===== config.mk =====
export PLATFORM = sky130hd
export DESIGN_NAME = stream_demux_flat
export DESIGN_NICKNAME = d
export VERILOG_FILES = /design/src/rtl/stream_demux_pkg.sv /design/src/rtl/stream_demux_if.sv /design/src/rtl/stream_demux_slot.sv /design/src/rtl/stream_demux.sv /design/src/flat_wrapper.sv
export SDC_FILE = /design/constraint.sdc
export NUM_CORES = 1
export LEC_CHECK = 0
export BUFFER_PORTS_ARGS = -buffer_cell sky130_fd_sc_hd__buf_2
export CAP_MARGIN = 10
export CORE_MARGIN = 2
export CORE_UTILIZATION = 31
export CTS_BUF_LIST = sky130_fd_sc_hd__clkbuf_4
export CTS_CLUSTER_SIZE = 16
export DETAILED_ROUTE_END_ITERATION = 8
export PLACE_DENSITY_LB_ADDON = 0.2
export SKIP_LAST_GASP = 1
export SYNTH_ARGS = -nofsm -noshare
export SYNTH_HDL_FRONTEND = slang
export SYNTH_SLANG_ARGS = --single-unit

===== constraint.sdc =====
create_clock -name clk -period 1.87 [get_ports clk]
set_input_delay 0.2805 -clock clk [delete_from_list [all_inputs] [get_ports clk]]
set_output_delay 0.2805 -clock clk [all_outputs]
set_load 0.03 [all_outputs]

===== src/rtl/stream_demux_pkg.sv =====
// Shared types and constants for the stream demultiplexer.
package stream_demux_pkg;

  localparam int DEFAULT_DATA_W = 32;
  localparam int DEFAULT_N_OUT  = 4;
  localparam int DROP_CNT_W     = 16;

  localparam logic [DROP_CNT_W-1:0] DROP_CNT_MAX = 16'hFFFF;

  // Occupancy of a one-entry channel slot.
  typedef enum logic {
    SLOT_EMPTY = 1'b0,
    SLOT_FULL  = 1'b1
  } slot_state_e;

  // Increment that sticks at the maximum value instead of wrapping.
  function automatic logic [DROP_CNT_W-1:0] sat_inc(input logic [DROP_CNT_W-1:0] v);
    logic [DROP_CNT_W-1:0] r;
    if (v == DROP_CNT_MAX) begin
      r = v;
    end else begin
      r = v + DROP_CNT_W'(1);
    end
    return r;
  endfunction

endpackage


===== src/rtl/stream_demux_if.sv =====
// Handshake bundle between a single producer and the N_OUT channel consumers.
// Channel k of out_data occupies bits [k*DATA_W +: DATA_W].
interface stream_demux_if
  import stream_demux_pkg::*;
#(
  parameter int DATA_W = DEFAULT_DATA_W,
  parameter int N_OUT  = DEFAULT_N_OUT
);
  localparam int SEL_W = $clog2(N_OUT);

  logic                    in_valid;
  logic                    in_ready;
  logic [DATA_W-1:0]       in_data;
  logic [SEL_W-1:0]        in_sel;
  logic                    in_bcast;
  logic [N_OUT-1:0]        out_valid;
  logic [N_OUT-1:0]        out_ready;
  logic [N_OUT*DATA_W-1:0] out_data;

  // Producer / consumer side (the environment around the demux).
  modport master (
    output in_valid, in_data, in_sel, in_bcast, out_ready,
    input  in_ready, out_valid, out_data
  );

  // Demux side.
  modport slave (
    input  in_valid, in_data, in_sel, in_bcast, out_ready,
    output in_ready, out_valid, out_data
  );

endinterface


===== src/rtl/stream_demux_slot.sv =====
// One-entry output register for a single channel. Loads and drains may
// coincide, in which case the new word replaces the old one with no bubble.
module demux_slot
  import stream_demux_pkg::*;
#(
  parameter int DATA_W = DEFAULT_DATA_W
) (
  input  logic              clk,
  input  logic              rst_n,
  input  logic              load_i,
  input  logic              ready_i,
  input  logic [DATA_W-1:0] data_i,
  output logic              can_accept_o,
  output logic              valid_o,
  output logic [DATA_W-1:0] data_o
);

  slot_state_e       state_q, state_d;
  logic [DATA_W-1:0] data_q, data_d;
  logic              drain_s;

  // Next-state logic: the stored word is cleared when the slot empties so
  // an idle channel always presents zeros.
  always_comb begin
    state_d      = state_q;
    data_d       = data_q;
    drain_s      = (state_q == SLOT_FULL) && ready_i;
    can_accept_o = (state_q == SLOT_EMPTY) || ready_i;
    case (state_q)
      SLOT_EMPTY: begin
        if (load_i) begin
          state_d = SLOT_FULL;
          data_d  = data_i;
        end else begin
          state_d = SLOT_EMPTY;
        end
      end
      SLOT_FULL: begin
        if (load_i) begin
          data_d = data_i;
        end else if (drain_s) begin
          state_d = SLOT_EMPTY;
          data_d  = '0;
        end else begin
          state_d = SLOT_FULL;
        end
      end
      default: begin
        state_d = SLOT_EMPTY;
        data_d  = '0;
      end
    endcase
  end

  // Slot state and word register with synchronous active-low reset.
  always_ff @(posedge clk) begin
    if (!rst_n) begin
      state_q <= SLOT_EMPTY;
      data_q  <= '0;
    end else begin
      state_q <= state_d;
      data_q  <= data_d;
    end
  end

  assign valid_o = (state_q == SLOT_FULL);
  assign data_o  = data_q;

endmodule


===== src/rtl/stream_demux.sv =====
// Stream demultiplexer: routes each input word to one channel (or to all of
// them when broadcasting) through a one-entry slot per channel. Words with an
// out-of-range selector are accepted and discarded, and counted.
// With N_OUT=2, channel 0 is the ALU path and channel 1 the Buffer2 path.
module stream_demux
  import stream_demux_pkg::*;
#(
  parameter int DATA_W = DEFAULT_DATA_W,
  parameter int N_OUT  = DEFAULT_N_OUT
) (
  input  logic                  clk,
  input  logic                  rst_n,
  stream_demux_if.slave         bus,
  output logic                  drop_pulse,
  output logic [DROP_CNT_W-1:0] drop_cnt
);

  localparam int SEL_W = $clog2(N_OUT);

  logic [N_OUT-1:0]        sel_hit_s;
  logic [N_OUT-1:0]        can_accept_s;
  logic [N_OUT-1:0]        load_s;
  logic [N_OUT-1:0]        out_valid_s;
  logic [N_OUT*DATA_W-1:0] out_data_s;
  logic                    sel_ok_s;
  logic                    in_ready_s;
  logic                    xfer_s;
  logic                    drop_d, drop_pulse_q;
  logic [DROP_CNT_W-1:0]   drop_cnt_d, drop_cnt_q;

  // Selector decode, acceptance decision and per-slot load enables. in_ready
  // never looks at in_valid so a producer may wait on it before asserting.
  always_comb begin
    for (int k = 0; k < N_OUT; k++) begin
      sel_hit_s[k] = (bus.in_sel == SEL_W'(k));
    end
    sel_ok_s = |sel_hit_s;

    if (!rst_n) begin
      in_ready_s = 1'b0;
    end else if (bus.in_bcast) begin
      in_ready_s = &can_accept_s;
    end else if (!sel_ok_s) begin
      in_ready_s = 1'b1;
    end else begin
      in_ready_s = |(sel_hit_s & can_accept_s);
    end

    xfer_s = bus.in_valid && in_ready_s;

    if (!xfer_s) begin
      load_s = '0;
    end else if (bus.in_bcast) begin
      load_s = '1;
    end else begin
      load_s = sel_hit_s;
    end

    drop_d     = xfer_s && !bus.in_bcast && !sel_ok_s;
    drop_cnt_d = drop_d ? sat_inc(drop_cnt_q) : drop_cnt_q;
  end

  // Discard indication and saturating discard counter.
  always_ff @(posedge clk) begin
    if (!rst_n) begin
      drop_pulse_q <= 1'b0;
      drop_cnt_q   <= '0;
    end else begin
      drop_pulse_q <= drop_d;
      drop_cnt_q   <= drop_cnt_d;
    end
  end

  for (genvar k = 0; k < N_OUT; k++) begin : g_slot
    demux_slot #(
      .DATA_W(DATA_W)
    ) u_slot (
      .clk          (clk),
      .rst_n        (rst_n),
      .load_i       (load_s[k]),
      .ready_i      (bus.out_ready[k]),
      .data_i       (bus.in_data),
      .can_accept_o (can_accept_s[k]),
      .valid_o      (out_valid_s[k]),
      .data_o       (out_data_s[k*DATA_W +: DATA_W])
    );
  end

  assign bus.in_ready  = in_ready_s;
  assign bus.out_valid = out_valid_s;
  assign bus.out_data  = out_data_s;
  assign drop_pulse    = drop_pulse_q;
  assign drop_cnt      = drop_cnt_q;

endmodule


===== src/flat_wrapper.sv =====
// flat-port wrapper written by rule: the top's interface ports become plain ports
module stream_demux_flat import stream_demux_pkg::*;
#(
  parameter int DATA_W = DEFAULT_DATA_W,
  parameter int N_OUT  = DEFAULT_N_OUT
)
  (clk, rst_n, drop_pulse, drop_cnt, bus_in_valid, bus_in_data, bus_in_sel, bus_in_bcast, bus_out_ready, bus_in_ready, bus_out_valid, bus_out_data);
  stream_demux_if #(.DATA_W(DATA_W), .N_OUT(N_OUT)) bus_i ();
  input  logic clk;
  input  logic rst_n;
  output logic drop_pulse;
  output logic [DROP_CNT_W-1:0] drop_cnt;
  input wire logic [$bits(bus_i.in_valid)-1:0] bus_in_valid;
  input wire logic [$bits(bus_i.in_data)-1:0] bus_in_data;
  input wire logic [$bits(bus_i.in_sel)-1:0] bus_in_sel;
  input wire logic [$bits(bus_i.in_bcast)-1:0] bus_in_bcast;
  input wire logic [$bits(bus_i.out_ready)-1:0] bus_out_ready;
  output wire logic [$bits(bus_i.in_ready)-1:0] bus_in_ready;
  output wire logic [$bits(bus_i.out_valid)-1:0] bus_out_valid;
  output wire logic [$bits(bus_i.out_data)-1:0] bus_out_data;
  assign bus_i.in_valid = bus_in_valid;
  assign bus_i.in_data = bus_in_data;
  assign bus_i.in_sel = bus_in_sel;
  assign bus_i.in_bcast = bus_in_bcast;
  assign bus_i.out_ready = bus_out_ready;
  assign bus_in_ready = bus_i.in_ready;
  assign bus_out_valid = bus_i.out_valid;
  assign bus_out_data = bus_i.out_data;
  stream_demux #(.DATA_W(DATA_W), .N_OUT(N_OUT)) u_core (.clk(clk), .rst_n(rst_n), .bus(bus_i), .drop_pulse(drop_pulse), .drop_cnt(drop_cnt));
endmodule

# After elaboration in Yosys (flattened, before gate mapping)
# Cells that the tools add are included.
[word_totals] register_bits=149 input_bits=42 output_inout_bits=150 wordCells=88
[op_classes] add_sub_neg=1 n_eq_ne=12 muxes=37 n_bitwise=6 n_reduce_logical=22
[op_table] cell="$mux W32" count=12
[op_table] cell="$pmux W32 S2" count=4
[op_table] cell="$add A16 B1 Y16 const B" count=1
[op_table] cell="$eq A16 B16 Y1 const B" count=1
[op_table] cell="$mux W1" count=15
[op_table] cell="$ne A3 B1 Y1 const B" count=4
[op_table] cell="$reduce_and A2 Y1" count=5
[op_table] cell="$mux W4" count=2
[op_table] cell="$ne A2 B1 Y1 const B" count=4
[op_table] cell="$pmux W1 S2" count=4
[op_table] cell="$reduce_or A4 Y1" count=2
[op_table] cell="$logic_and A1 B1 Y1" count=7
[op_table] cell="$not A1 Y1" count=5
[op_table] cell="$and A4 B4 Y4" count=1
[op_table] cell="$eq A2 B2 Y1 const B" count=2
[op_table] cell="$logic_or A1 B1 Y1" count=4
[op_table] cell="$reduce_and A4 Y1" count=1
[op_table] cell="$eq A2 B1 Y1 const B" count=1
[op_table] cell="$logic_not A1 Y1" count=2
[op_table] cell="$logic_not A2 Y1" count=1

# Logic depth before layout (Yosys ltp)
# Gate-level depths: netlist of run 1.
[logic_depth] depth_word=11 depth_mapped=6 mapped_depth_nobuf=4

# Modules after synthesis
# From an unflattened synthesis of run 1, not the netlist that was laid out.
[unflattened] hier_cells=637 hier_area_um2=6971.7
[by_module_without_submodules] module="demux_slot" instances=4 cells_per_inst=146 area_per_inst_um2=1605.3 seq_area_each_um2=660.6
[by_module_without_submodules] module="stream_demux" instances=1 cells_per_inst=53 area_per_inst_um2=550.5 seq_area_each_um2=340.3

# Worst setup path before layout of run 1
# OpenSTA, ideal clock, no wires.
[synth_timing] path_kind="input-to-reg" start="input port bus_out_ready[1]" end="register u_core.g_slot[0].u_slot.data_q[10]" setup_ns=0.072 arrival_ns=1.714 required_time_ns=1.798 slack_ns=0.085 cell_stages=6 path_buffers=2 cell_sequence="nand2b_1 mux4_2 buf_4 o2111ai_4 buf_6 mux2i_1"
[synth_via] elab_chain_cells=10 word_cells_on_any_way=14 classes_between="2 x eq/ne; 6 x mux; 1 x bitwise; 5 x reduce/logical"
[synth_rtl] item="start, declared" line_no="flat_wrapper.sv:17" source="input wire logic [$bits(bus_i.out_ready)-1:0] bus_out_ready;"
[synth_rtl] item="$logic_or A1 B1 Y1 (*)" line_no="stream_demux_slot.sv:28" source="can_accept_o = (state_q == SLOT_EMPTY) || ready_i;"
[synth_rtl] item="$and A4 B4 Y4" line_no="stream_demux.sv:46" source="in_ready_s = |(sel_hit_s & can_accept_s);"
[synth_rtl] item="$reduce_or A4 Y1" line_no="stream_demux.sv:46"
[synth_rtl] item="$mux W1" line_no="stream_demux.sv:43" source="end else if (!sel_ok_s) begin"
[synth_rtl] item="$mux W1 (*)" line_no="stream_demux.sv:41" source="end else if (bus.in_bcast) begin"
[synth_rtl] item="$mux W1 (*)" line_no="stream_demux.sv:39" source="if (!rst_n) begin"
[synth_rtl] item="$logic_and A1 B1 Y1 (*)" line_no="stream_demux.sv:49" source="xfer_s = bus.in_valid && in_ready_s;"
[synth_rtl] item="$mux W4 (*)" line_no="stream_demux.sv:51" source="if (!xfer_s) begin"
[synth_rtl] item="$mux W32, or another cell as far along" line_no="stream_demux_slot.sv:39" source="if (load_i) begin"
[synth_rtl] item="$pmux W32 S2 / $reduce_and A2 Y1 (equally long branches)"
[synth_rtl] item="end signal, assigned" line_no="stream_demux_slot.sv:62" source="data_q <= data_d;"
[synth_rtl] item="end, declared" line_no="stream_demux_slot.sv:19" source="logic [DATA_W-1:0] data_q, data_d;"
# Mark *: on every way between the ends. The rest lies on a longest branch, timed or not.
# A chain may end at the register's enable or synchronous reset.

# Worst setup path in the final report of run 1
[layout_timing] start="register u_core.g_slot[3].u_slot.state_q" end="register u_core.g_slot[0].u_slot.data_q[29]"
[layout_via] elab_chain_cells=11 word_cells_on_any_way=15 classes_between="2 x eq/ne; 6 x mux; 2 x bitwise; 5 x reduce/logical"
[layout_rtl] item="start, declared" line_no="stream_demux_slot.sv:18" source="slot_state_e state_q, state_d;"
[layout_rtl] item="start signal, assigned" line_no="stream_demux_slot.sv:61" source="state_q <= state_d;"
[layout_rtl] item="$not A1 Y1 (*)"
[layout_rtl] item="$logic_or A1 B1 Y1 (*)" line_no="stream_demux_slot.sv:28"
[layout_rtl] item="$and A4 B4 Y4" line_no="stream_demux.sv:46"
[layout_rtl] item="$reduce_or A4 Y1" line_no="stream_demux.sv:46"
[layout_rtl] item="$mux W1" line_no="stream_demux.sv:43"
[layout_rtl] item="$mux W1 (*)" line_no="stream_demux.sv:41"
[layout_rtl] item="$mux W1 (*)" line_no="stream_demux.sv:39"
[layout_rtl] item="$logic_and A1 B1 Y1 (*)" line_no="stream_demux.sv:49"
[layout_rtl] item="$mux W4 (*)" line_no="stream_demux.sv:51"
[layout_rtl] item="$mux W32, or another cell as far along" line_no="stream_demux_slot.sv:39"
[layout_rtl] item="$pmux W32 S2 / $reduce_and A2 Y1 (equally long branches)"
# Marked as above.

==> flow_metrics.tcl, run 1 <==
set metrics [dict create \
    reg2reg_slack_ps -300 \
    r2r-start "u_core.g_slot[3].u_slot.valid_o$_SDFF_PN0_" \
    period_share_pct 116 \
    antenna_found_initial 1 \
    wl_per_cell_um 17.2 \
    worstPathArrival_ps 2650 \
    gp_congestion 0.886 \
    final_cells 986 \
    cts_tree "yes" \
    yosys.area.top_type "dfxtp_1" \
    setup_violations 129 \
    critPathMaxStageDelay_ps 480 \
    top_level_ports 192 \
    synth_top_flop_cell "dfxtp_1" \
    cp_cell_sequence "nand2b_1 -> mux4_2 -> buf_4 -> buf_6 -> buf_6 -> o2111ai_4 -> buf_6 -> buf_12 -> mux2i_1" \
    p_per_area_mw_per_mm2 883 \
    finalMaxSlewViolations 0 \
    synth_cell_type_count 20 \
    gr-total-overflow 0 \
    drtIter0Drc 131 \
    r2r_cells 9 \
    die_w_um 138 \
    nets 789 \
    syn_inst 523 \
    areaGrowthSynthToFinish_pct 37.3 \
    num_rows 48 \
    synth_async_sr_flop_share_pct 0 \
    power.total_mw 6.70 \
    end_kind "flop" \
    drc 0 \
    grt_pass1_wl_um 25000 \
    tns_ps -25690 \
    numCtsBuffers 17 \
    irDropWorstVdd_uv 437 \
    fin_area_mm2 0.00759 \
    grt_max_degree 40 \
    track_usage_pct 18.0 \
    routed_wl_um 17000 \
    clk_pin_slew_ps 130 \
    synth_fp_nets 565 \
    dp_hpwl_um 11600 \
    finalHoldViolCount 0 \
    synth-edff-count 0 \
    layout-drive-gt1-share_pct 38.3 \
    dr.pass1.iters 4 \
    skew_ps 11.7 \
    htreeDepth 4 \
    placed_cells 935 \
    r2r-end "u_core.g_slot[0].u_slot.data_o[29]$_SDFFE_PN0P_" \
    synthTopCellsByArea "dfxtp_1, mux2i_1, nand2_1" \
    grt_pass1_vias 4553 \
    initial_core_util_pct 31.8 \
    dp_slack_ps -163 \
    hp-class "input port to flop" \
    holdPathEnd "u_core.g_slot[1].u_slot.data_o[19]$_SDFFE_PN0P_" \
    ys.warnings.count 0 \
    fin_ws_ps -297 \
    io_buffers 191 \
    period_minus_slack_ps 2170 \
    dieArea_mm2 0.0189 \
    hold_slack_ps 61.5 \
    cp_slowest_cell "mux4_2" \
    p_leak_nw 4.19 \
    syn_area_per_cell_um2 10.6 \
    clock-root-buffer "clkbuf_4" \
    coreArea_mm2 0.0174 \
    clock_path_buffers 2 \
    final_util_pct 43.7 \
    cts_sinks 149 \
    synth_seq_cells 149 \
    max_freq_mhz 461 \
    path_delay_family "buffers and inverters" \
    cp_num_buf_inv 5 \
    violations "negative setup slack" \
    insertion_delay_ps 550 \
    via_per_inst 4.61 \
    syn-cell-area_mm2 0.00553 \
    seq_area_frac_synth_pct 54.0 \
    grt_setup_unrepaired "yes" \
    min-delay-start "bus_in_data[19]" \
    holdPathStages 3 \
    critPathLaunchType "flop" \
    ant_nets 0 \
    via_count 4545 \
    dieHeight_um 138 \
    critical_path.most_common_cell "buf_6" \
    worstPathRequired_ps 2350 \
    dpl_cell_area_mm2 0.00691 \
    critPathMaxFanout 6 \
    status "complete, but fails checks" \
    synth_top_area_share_pct 54.0 \
    critical_path_depth 9 \
    cp-startpoint "u_core.g_slot[3].u_slot.valid_o$_SDFF_PN0_" \
    nFillCells 1685 \
    worstSetupPathType "flop to flop" \
    cap_violations 0 \
]
cells by family after synthesis:
group | count (synthesis) | synth area share [%]
DFF | 149 | 54.0
AOI/OAI and AO/OA | 21 | 4.30
buffers and inverters | 40 | 4.71
muxes | 129 | 23.6
other | 1 | 0.0678
and+or+nand+nor | 183 | 13.4
cell usage after synthesis (all sizes together) (2+ instances only):
cell,instances
a21boi,8
mux2i,128
nand2,162
nand2b,4
inv,2
o2111ai,8
clkbuf,20
buf,18
dfxtp,149
and2,17
o21ai,2
timing repair:
action / in CTS / in global routing
endpoints found under the hold margin: 3 / 0
hold buffers: 1 / 0
setup buffers: 13 / 4
gates cloned: 7 / 1
gates resized for setup: 16 / 26
setup endpoints to repair: 53 / 132
pin swaps: 1 / 6
layout make-up:
type	instances	area, um2	share of cell area (%)
well taps	225	282	3.71
clock buffers	18	135	1.78
clock inverters	14	185	2.44
diodes	1	2.50	0.0330
multi-input cells	334	2360	31.2
repair buffers	243	1630	21.4
inverters	2	7.51	0.0989
flip-flops and latches	149	2990	39.3
where the power goes:
| group | total [mW] | leakage [nW] | internal (mW) | switching, mW |
|---|---|---|---|---|
| Combinational | 1.11 | 2.81 | 0.417 | 0.690 |
| Clock | 2.23 | 0.169 | 1.07 | 1.16 |
| Sequential | 3.37 | 1.21 | 3.30 | 0.0682 |
registers in the layout, indices dropped and copies added (netlist names):
register / count
u_core.drop_pulse: 1
u_core.g_slot.u_slot.data_o: 128
u_core.drop_cnt: 16
u_core.g_slot.u_slot.valid_o: 4
worst min-delay path, cell delays in order:
cell     delay [ps]
buf_2           100
nand2_1         120
mux2i_1          80
metal layers:
metal  vias up  wire (um)  GRT usage (%)  share of wire, %
met5         -          0              0                 0
met1      2181       7320           21.8                43
met4         0        430           7.90               2.5
li1       2186          -              -                 -
met3        32       1040           4.78               6.1
met2       146       8210           29.9                48
worst max-delay path by stage:
stage,endpoint,slack [ps]
floorplan,u_core.g_slot[0].u_slot.data_o[10]$_SDFFE_PN0P_,80
global placement,u_core.g_slot[2].u_slot.data_o[23]$_SDFFE_PN0P_,-120
detailed placement,u_core.g_slot[0].u_slot.data_o[17]$_SDFFE_PN0P_,-160
CTS,bus_in_ready,-350
global route,bus_in_ready,-400
finish,u_core.g_slot[0].u_slot.data_o[29]$_SDFFE_PN0P_,-300
cells in the final DEF (no fill, tap or decap), types with 2 or more instances in the layout:
master      synthesis  layout
a21boi_1            8       4
buf_8               0       2
clkinv_4            0       3
clkbuf_4            0      18
buf_6              12       9
a21boi_4            0       4
buf_4               5      25
dfxtp_2             0       3
o2111ai_4           4       5
buf_12              0      12
o2111ai_2           0       2
nand2b_1            4       4
clkinv_2            0       4
mux2i_1           128     127
dfxtp_1           149     146
and2_1             17      17
buf_2               1     190
buf_16              0       3
clkinvlp_4          0       2
bufinv_16           0       4
nand2_1           162     162
o21ai_1             2       2
(Power assumes the default switching activity.)
==> run 2: changes to the inputs <==
--- a/config.mk
+++ b/config.mk
@@ -5,6 +5,7 @@
 export SDC_FILE = /design/constraint.sdc
 export NUM_CORES = 1
 export LEC_CHECK = 0
+export ABC_AREA = 1
 export BUFFER_PORTS_ARGS = -buffer_cell sky130_fd_sc_hd__buf_2
 export CAP_MARGIN = 10
 export CORE_MARGIN = 2
==> constraint.sdc (replaced) <==
create_clock -name clk -period 1.94 [get_ports clk]
set_input_delay 0.291 -clock clk [delete_from_list [all_inputs] [get_ports clk]]
set_output_delay 0.291 -clock clk [all_outputs]
set_load 0.03 [all_outputs]
==> run 2 against run 1 <==
- the flow now finishes without violations
- via count increased by 32%
- sequential power down 4%
- first-iteration DRC count grew to 3.8 times the previous value
- utilization down 2.3 points
- synthesized cell count grew 34%
- clock skew is 2.6 ps higher
- final area increased by 2.1%
- routed wire length grew 25%
- combinational power about the same
- non-clock buffer count rose by 10
==> flow_metrics.tcl, run 2 <==
set metrics [dict create \
    muxShareOfSynthArea_pct 0 \
    top_level_ports 192 \
    synth_top_flop_cell "dfxtp_1" \
    synth-edff-count 0 \
    wl_per_cell_um 18.7 \
    synth_compound_area_share_pct 11.6 \
    hold_slack_ps 47.1 \
    cap_violations 0 \
    end_kind "primary output" \
    clock-root-buffer "clkbuf_4" \
    critPathMaxFanout 3 \
    initial_core_util_pct 31.6 \
    via_count 5999 \
    reg2reg_slack_ps 100 \
    period_minus_slack_ps 1910 \
    yosys.area.top_type "dfxtp_1" \
    r2r-start "u_core.g_slot[0].u_slot.valid_o$_SDFF_PN0_" \
    num_rows 50 \
    ant_nets 0 \
    dp_slack_ps 116 \
    die_w_um 142 \
    clk_pin_slew_ps 140 \
    irDropWorstVdd_uv 329 \
    synth_top_family_by_area "simple AND/OR/NAND/NOR gates" \
    ys.warnings.count 0 \
    most-common-layout-cells "buf_2, dfxtp_1, a21oi_1" \
    finalHoldViolCount 0 \
    p_leak_nw 3.32 \
    cts_tree "yes" \
    max_freq_mhz 522 \
    seq_area_frac_synth_pct 50.5 \
    cts_sinks 149 \
    synthTopCellsByArea "dfxtp_1, nand4_1, a21oi_1" \
    r2r-end "u_core.g_slot[2].u_slot.data_o[20]$_SDFFE_PN0P_" \
    synth_cell_type_count 23 \
    drc 0 \
    min-delay-start "bus_in_data[18]" \
    skew_ps 14.3 \
    yosys.area_share.simple_pct 28.6 \
    routed_wl_um 21300 \
    synth_fp_nets 742 \
    synth_async_sr_flop_share_pct 0 \
    coreArea_mm2 0.0187 \
    dp_hpwl_um 13800 \
    grt_max_degree 133 \
    critPathLaunchType "input port" \
    holdPathEnd "u_core.g_slot[2].u_slot.data_o[18]$_SDFFE_PN0P_" \
    placed_cells 1071 \
    grt_pass1_wl_um 32000 \
    worstPathArrival_ps 1620 \
    antenna_found_initial 2 \
    syn-cell-area_mm2 0.00591 \
    cp-startpoint "bus_out_ready[2]" \
    gp_congestion 0.786 \
    gr-total-overflow 0 \
    track_usage_pct 20.5 \
    yosys.area_share.xor_xnor_pct 0 \
    syn_inst 700 \
    layout-drive-gt1-share_pct 32.0 \
    synthAdderAreaFrac_pct 0 \
    grt_setup_unrepaired "yes" \
    fin_ws_ps 25.0 \
    worstSetupPathType "input port to primary output" \
    numCtsBuffers 17 \
    insertion_delay_ps 580 \
    dieHeight_um 142 \
    fin_area_mm2 0.00775 \
    yosysMostFrequentCell "dfxtp_1" \
    critPathMaxStageDelay_ps 550 \
    setup_violations 0 \
    synth_top_area_share_pct 50.5 \
    period_share_pct 98.7 \
    io_buffers 191 \
    areaGrowthSynthToFinish_pct 31.2 \
    finalMaxSlewViolations 0 \
    worstPathRequired_ps 1650 \
    largest_register_ffs 128 \
    holdPathStages 3 \
    dpl_cell_area_mm2 0.00706 \
    htreeDepth 4 \
    r2r_cells 12 \
    via_per_inst 5.28 \
    drtIter0Drc 493 \
    cp_slowest_cell "dlygate4sd3_1" \
    clock_path_buffers 2 \
    dieArea_mm2 0.0202 \
    p_per_area_mw_per_mm2 810 \
    final_cells 1136 \
    ys_top_cells_by_count "dfxtp_1, a21oi_1, nand3_1" \
    worstMarginPinSlew_ps 693 \
    synth_seq_cells 149 \
    hp-class "input port to flop" \
    syn_area_per_cell_um2 8.44 \
    grt_pass1_vias 5448 \
    cp_cell_sequence "buf_2 -> dlygate4sd3_1 -> inv_1 -> nand2_4 -> nand3_2 -> nand3_2 -> nor2_4 -> nor2_4 -> buf_6" \
    nets 929 \
    layout_commonest_cell "buf_2" \
    status "complete, no violations" \
    dr.pass1.iters 5 \
    slew_headroom_pct 53.8 \
]
-- run 2: cell types whose count changed after synthesis, moves of 9 or more --
cell,previous run,this run
nand3_1,0,130
nand4_1,0,128
inv_1,1,22
a21oi_1,0,132
clkbuf_1,20,49
and2_1,17,0
mux2i_1,128,0
nand2_1,162,33
buf_2,1,10
-- run 2: cells by family after synthesis --
group,after synthesis
AO/OA/AOI/OAI,136
buffers and inverters,111
flip-flops,149
other,1
AND/OR/NAND/NOR,303
-- run 2: area by class of cell --
cell class,instances,area (um2)
diodes,2,5.00
repair buffers,253,1620
clock buffers,17,128
well taps,234,293
multi-input cells,440,2480
flip-flops and latches,149,2990
clock inverters,15,140
fillers,1937,11000
inverters,26,100
-- run 2: metal layers --
layer / vias to the layer above / part of all wire [%] / track usage [%]
li1: 2930 / - / -
met1: 2833 / 46 / 28.8
met2: 215 / 46 / 30.8
met3: 21 / 6.3 / 5.25
met4: 0 / 1.6 / 6.42
met5: - / 0 / 0
-- run 2: through the flow --
stage	util (%)	TNS, ps	power [mW]
floorplan	-	0	3.97
global placement	37.7	0	4.35
detailed placement	37.7	0	4.35
CTS	40.9	0	6.34
global route	41.5	-322	6.58
finish	41.5	0	6.28
-- run 2: worst max path at each step --
stage	to	slack [ps]
floorplan	u_core.g_slot[1].u_slot.data_o[12]$_SDFFE_PN0P_	520
global placement	u_core.g_slot[0].u_slot.data_o[22]$_SDFFE_PN0P_	120
detailed placement	u_core.g_slot[0].u_slot.data_o[22]$_SDFFE_PN0P_	120
CTS	bus_in_ready	10
global route	u_core.g_slot[0].u_slot.data_o[5]$_SDFFE_PN0P_	-30
finish	bus_in_ready	30
-- run 2: power by group --
part | switching (mW) | internal (mW) | leakage (nW)
Sequential | 0.0573 | 3.17 | 1.21
Combinational | 0.781 | 0.360 | 1.98
Clock | 1.18 | 0.741 | 0.130
Total | 2.01 | 4.27 | 3.32
-- run 2: timing repair --
action / CTS / global route
hold buffers: 23 / 0
setup endpoints to repair: 1 / 89
resized for setup: 15 / 16
endpoints found under the hold margin: 46 / 0
gates cloned: 0 / 1
pin swaps: 2 / 5
setup buffers: 6 / 2
-- run 2: critical path: cells and delay by family --
| family | cells | cell delay [ps] |
|---|---|---|
| simple gates | 5 | 450 |
| buf+inv | 4 | 880 |
==> run 3: changes to the inputs <==
--- a/config.mk
+++ b/config.mk
@@ -6,7 +6,7 @@
 export NUM_CORES = 1
 export LEC_CHECK = 0
 export ABC_AREA = 1
-export BUFFER_PORTS_ARGS = -buffer_cell sky130_fd_sc_hd__buf_2
+export BUFFER_PORTS_ARGS = -buffer_cell sky130_fd_sc_hd__buf_4
 export CAP_MARGIN = 10
 export CORE_MARGIN = 2
 export CORE_UTILIZATION = 31
==> constraint.sdc (replaced) <==
create_clock -name clk -period 1.94 [get_ports clk]
set_input_delay 0.194 -clock clk [delete_from_list [all_inputs] [get_ports clk]]
set_output_delay 0.194 -clock clk [all_outputs]
set_load 0.03 [all_outputs]
==> run 3 against run 2 <==
- non-clock buffer count up 10
- critical path depth is 1 higher
- clock skew grew 2.4 ps
- utilization up 2.7 points
- final area up 6.5%
- combinational power up 11%
- critical path type unchanged
==> flow_metrics.tcl, run 3 (synthesis gave the netlist of run 2 again) <==
set metrics [dict create \
    max_freq_mhz 527 \
    fin_area_mm2 0.00826 \
    grt_pass1_vias 5544 \
    grt_max_degree 133 \
    cts_sinks 149 \
    switchingPower_mw 1.93 \
    worstPathRequired_ps 1750 \
    min-delay-start "bus_in_valid" \
    dp_slack_ps 297 \
    skew_ps 16.7 \
    drc 0 \
    internal_power_mw 4.25 \
    num_rows 50 \
    period_share_pct 97.7 \
    areaGrowthSynthToFinish_pct 39.7 \
    clock_path_buffers 2 \
    layout-drive-gt1-share_pct 30.4 \
    most-common-layout-cells "buf_4, dfxtp_1, a21oi_1" \
    power.total_mw 6.18 \
    power_frac_comb_pct 20.4 \
    worstPathArrival_ps 1700 \
    clk_pin_slew_ps 120 \
    via_count 6167 \
    worstMarginPinSlew_ps 672 \
    gr-total-overflow 0 \
    numCtsBuffers 17 \
    setup_violations 0 \
    r2r-end "u_core.g_slot[0].u_slot.data_o[30]$_SDFFE_PN0P_" \
    fin_ws_ps 44.2 \
    dieArea_mm2 0.0202 \
    top_level_ports 192 \
    p_per_area_mw_per_mm2 749 \
    reg2reg_slack_ps 120 \
    wl_per_cell_um 19.4 \
    dieHeight_um 142 \
    via_per_inst 5.40 \
    grt_pass1_wl_um 32700 \
    nets 939 \
    cts_tree "yes" \
    dr.pass1.iters 7 \
    critPathMaxStageDelay_ps 560 \
    gp_congestion 0.792 \
    worstSetupPathType "input port to primary output" \
    multi_input_area_mm2 0.00244 \
    p_seq_share_pct 52.4 \
    irDropWorstVdd_uv 303 \
    initial_core_util_pct 31.6 \
    ant_nets 0 \
    r2r-start "u_core.g_slot[2].u_slot.valid_o$_SDFF_PN0_" \
    die_w_um 142 \
    largest_register_ffs 128 \
    htreeDepth 4 \
    final_util_pct 44.1 \
    cp_slowest_cell "dlygate4sd3_1" \
    hold_slack_ps 96.0 \
    insertion_delay_ps 540 \
    cp_num_buf_inv 5 \
    period_minus_slack_ps 1900 \
    p_clk_share_pct 27.2 \
    end_kind "primary output" \
    coreArea_mm2 0.0187 \
    antenna_found_initial 1 \
    io_buffers 191 \
    p_leak_nw 3.39 \
    status "complete, no violations" \
    path_delay_family "buffers and inverters" \
    critPathLaunchType "input port" \
    swShare_pct 31.3 \
    layout_commonest_cell "buf_4" \
    track_usage_pct 20.8 \
    clock-root-buffer "clkbuf_4" \
    cp_cell_sequence "dlygate4sd3_1 -> buf_4 -> inv_1 -> nand2_4 -> nand3_2 -> nand3_2 -> nor2_4 -> nor2_4 -> buf_12 -> buf_6" \
    holdPathStages 3 \
    slew_headroom_pct 55.2 \
    critPathMaxFanout 3 \
    routed_wl_um 22100 \
    nFillCells 1871 \
    finalHoldViolCount 0 \
    dp_hpwl_um 13800 \
    cap_violations 0 \
    drtIter0Drc 497 \
    hp-class "input port to flop" \
    finalMaxSlewViolations 0 \
    dpl_cell_area_mm2 0.00746 \
    holdPathEnd "u_core.g_slot[3].u_slot.data_o[2]$_SDFFE_PN0P_" \
    r2r_cells 10 \
    regArea_mm2 0.00299 \
]
==> run 3: tightest hold or removal path, stage by stage <==
cell and delay [ps]:
buf_4 210, nand4_1 120, a21oi_1 60
==> run 3: how the worst max path moves through the flow <==
| stage | end | slack (ps) | start | depth (start not counted) |
|---|---|---|---|---|
| after global placement | bus_in_ready | 310 | u_core.g_slot[2].u_slot.valid_o$_SDFF_PN0_ | 7 |
| after global routing | bus_in_ready | -60 | u_core.g_slot[1].u_slot.valid_o$_SDFF_PN0_ | 7 |
| after CTS | u_core.g_slot[2].u_slot.data_o[6]$_SDFFE_PN0P_ | 10 | u_core.g_slot[1].u_slot.valid_o$_SDFF_PN0_ | 11 |
| final | bus_in_ready | 40 | bus_out_ready[2] | 10 |
| after floorplan | u_core.g_slot[1].u_slot.data_o[12]$_SDFFE_PN0P_ | 540 | u_core.g_slot[0].u_slot.valid_o$_SDFF_PN0_ | 9 |
| after detailed placement | bus_in_ready | 300 | u_core.g_slot[2].u_slot.valid_o$_SDFF_PN0_ | 7 |
==> run 3: what timing repair did <==
action,4_1_cts,5_1_grt
setup endpoints to repair,1,105
hold buffers,37,0
pin swaps,2,3
hold endpoints to repair,148,0
buffers inserted,5,2
cloned,2,2
resized for setup,5,14
==> run 3: metrics by stage <==
stage | setup TNS, ps | cells
2_1_floorplan | 0 | 700
3_3_place_gp | 0 | 1065
3_5_place_dp | 0 | 1065
4_1_cts | 0 | 1138
5_1_grt | -56.0 | 1142
6_report | 0 | 1142
==> run 3: routing by layer <==
layer	vias to the layer above	share of wire (%)	GRT usage (%)
met3	22	7.0	5.01
li1	2951	-	-
met5	-	0	0
met2	209	47	31.4
met1	2985	45	30.1
met4	0	1.3	4.95
==> run 3: layout make-up <==
class,instances,area share [%]
timing repair buffer,263,27.0
clock buffer,19,1.73
antenna,1,0.0303
multi-input combinational,440,29.5
inverter,26,1.21
clock inverter,10,0.818
tap,234,3.55
sequential,149,36.2
==> run 3: power by group through the flow <==
stage | clock network, mW | logic, mW | registers [mW]
after CTS | 1.74 | 1.22 | 3.24
after global placement | 0 | 1.11 | 3.30
after floorplan | 0 | 0.479 | 3.50
after global routing | 1.87 | 1.34 | 3.25
final | 1.68 | 1.26 | 3.24
after detailed placement | 0 | 1.11 | 3.30
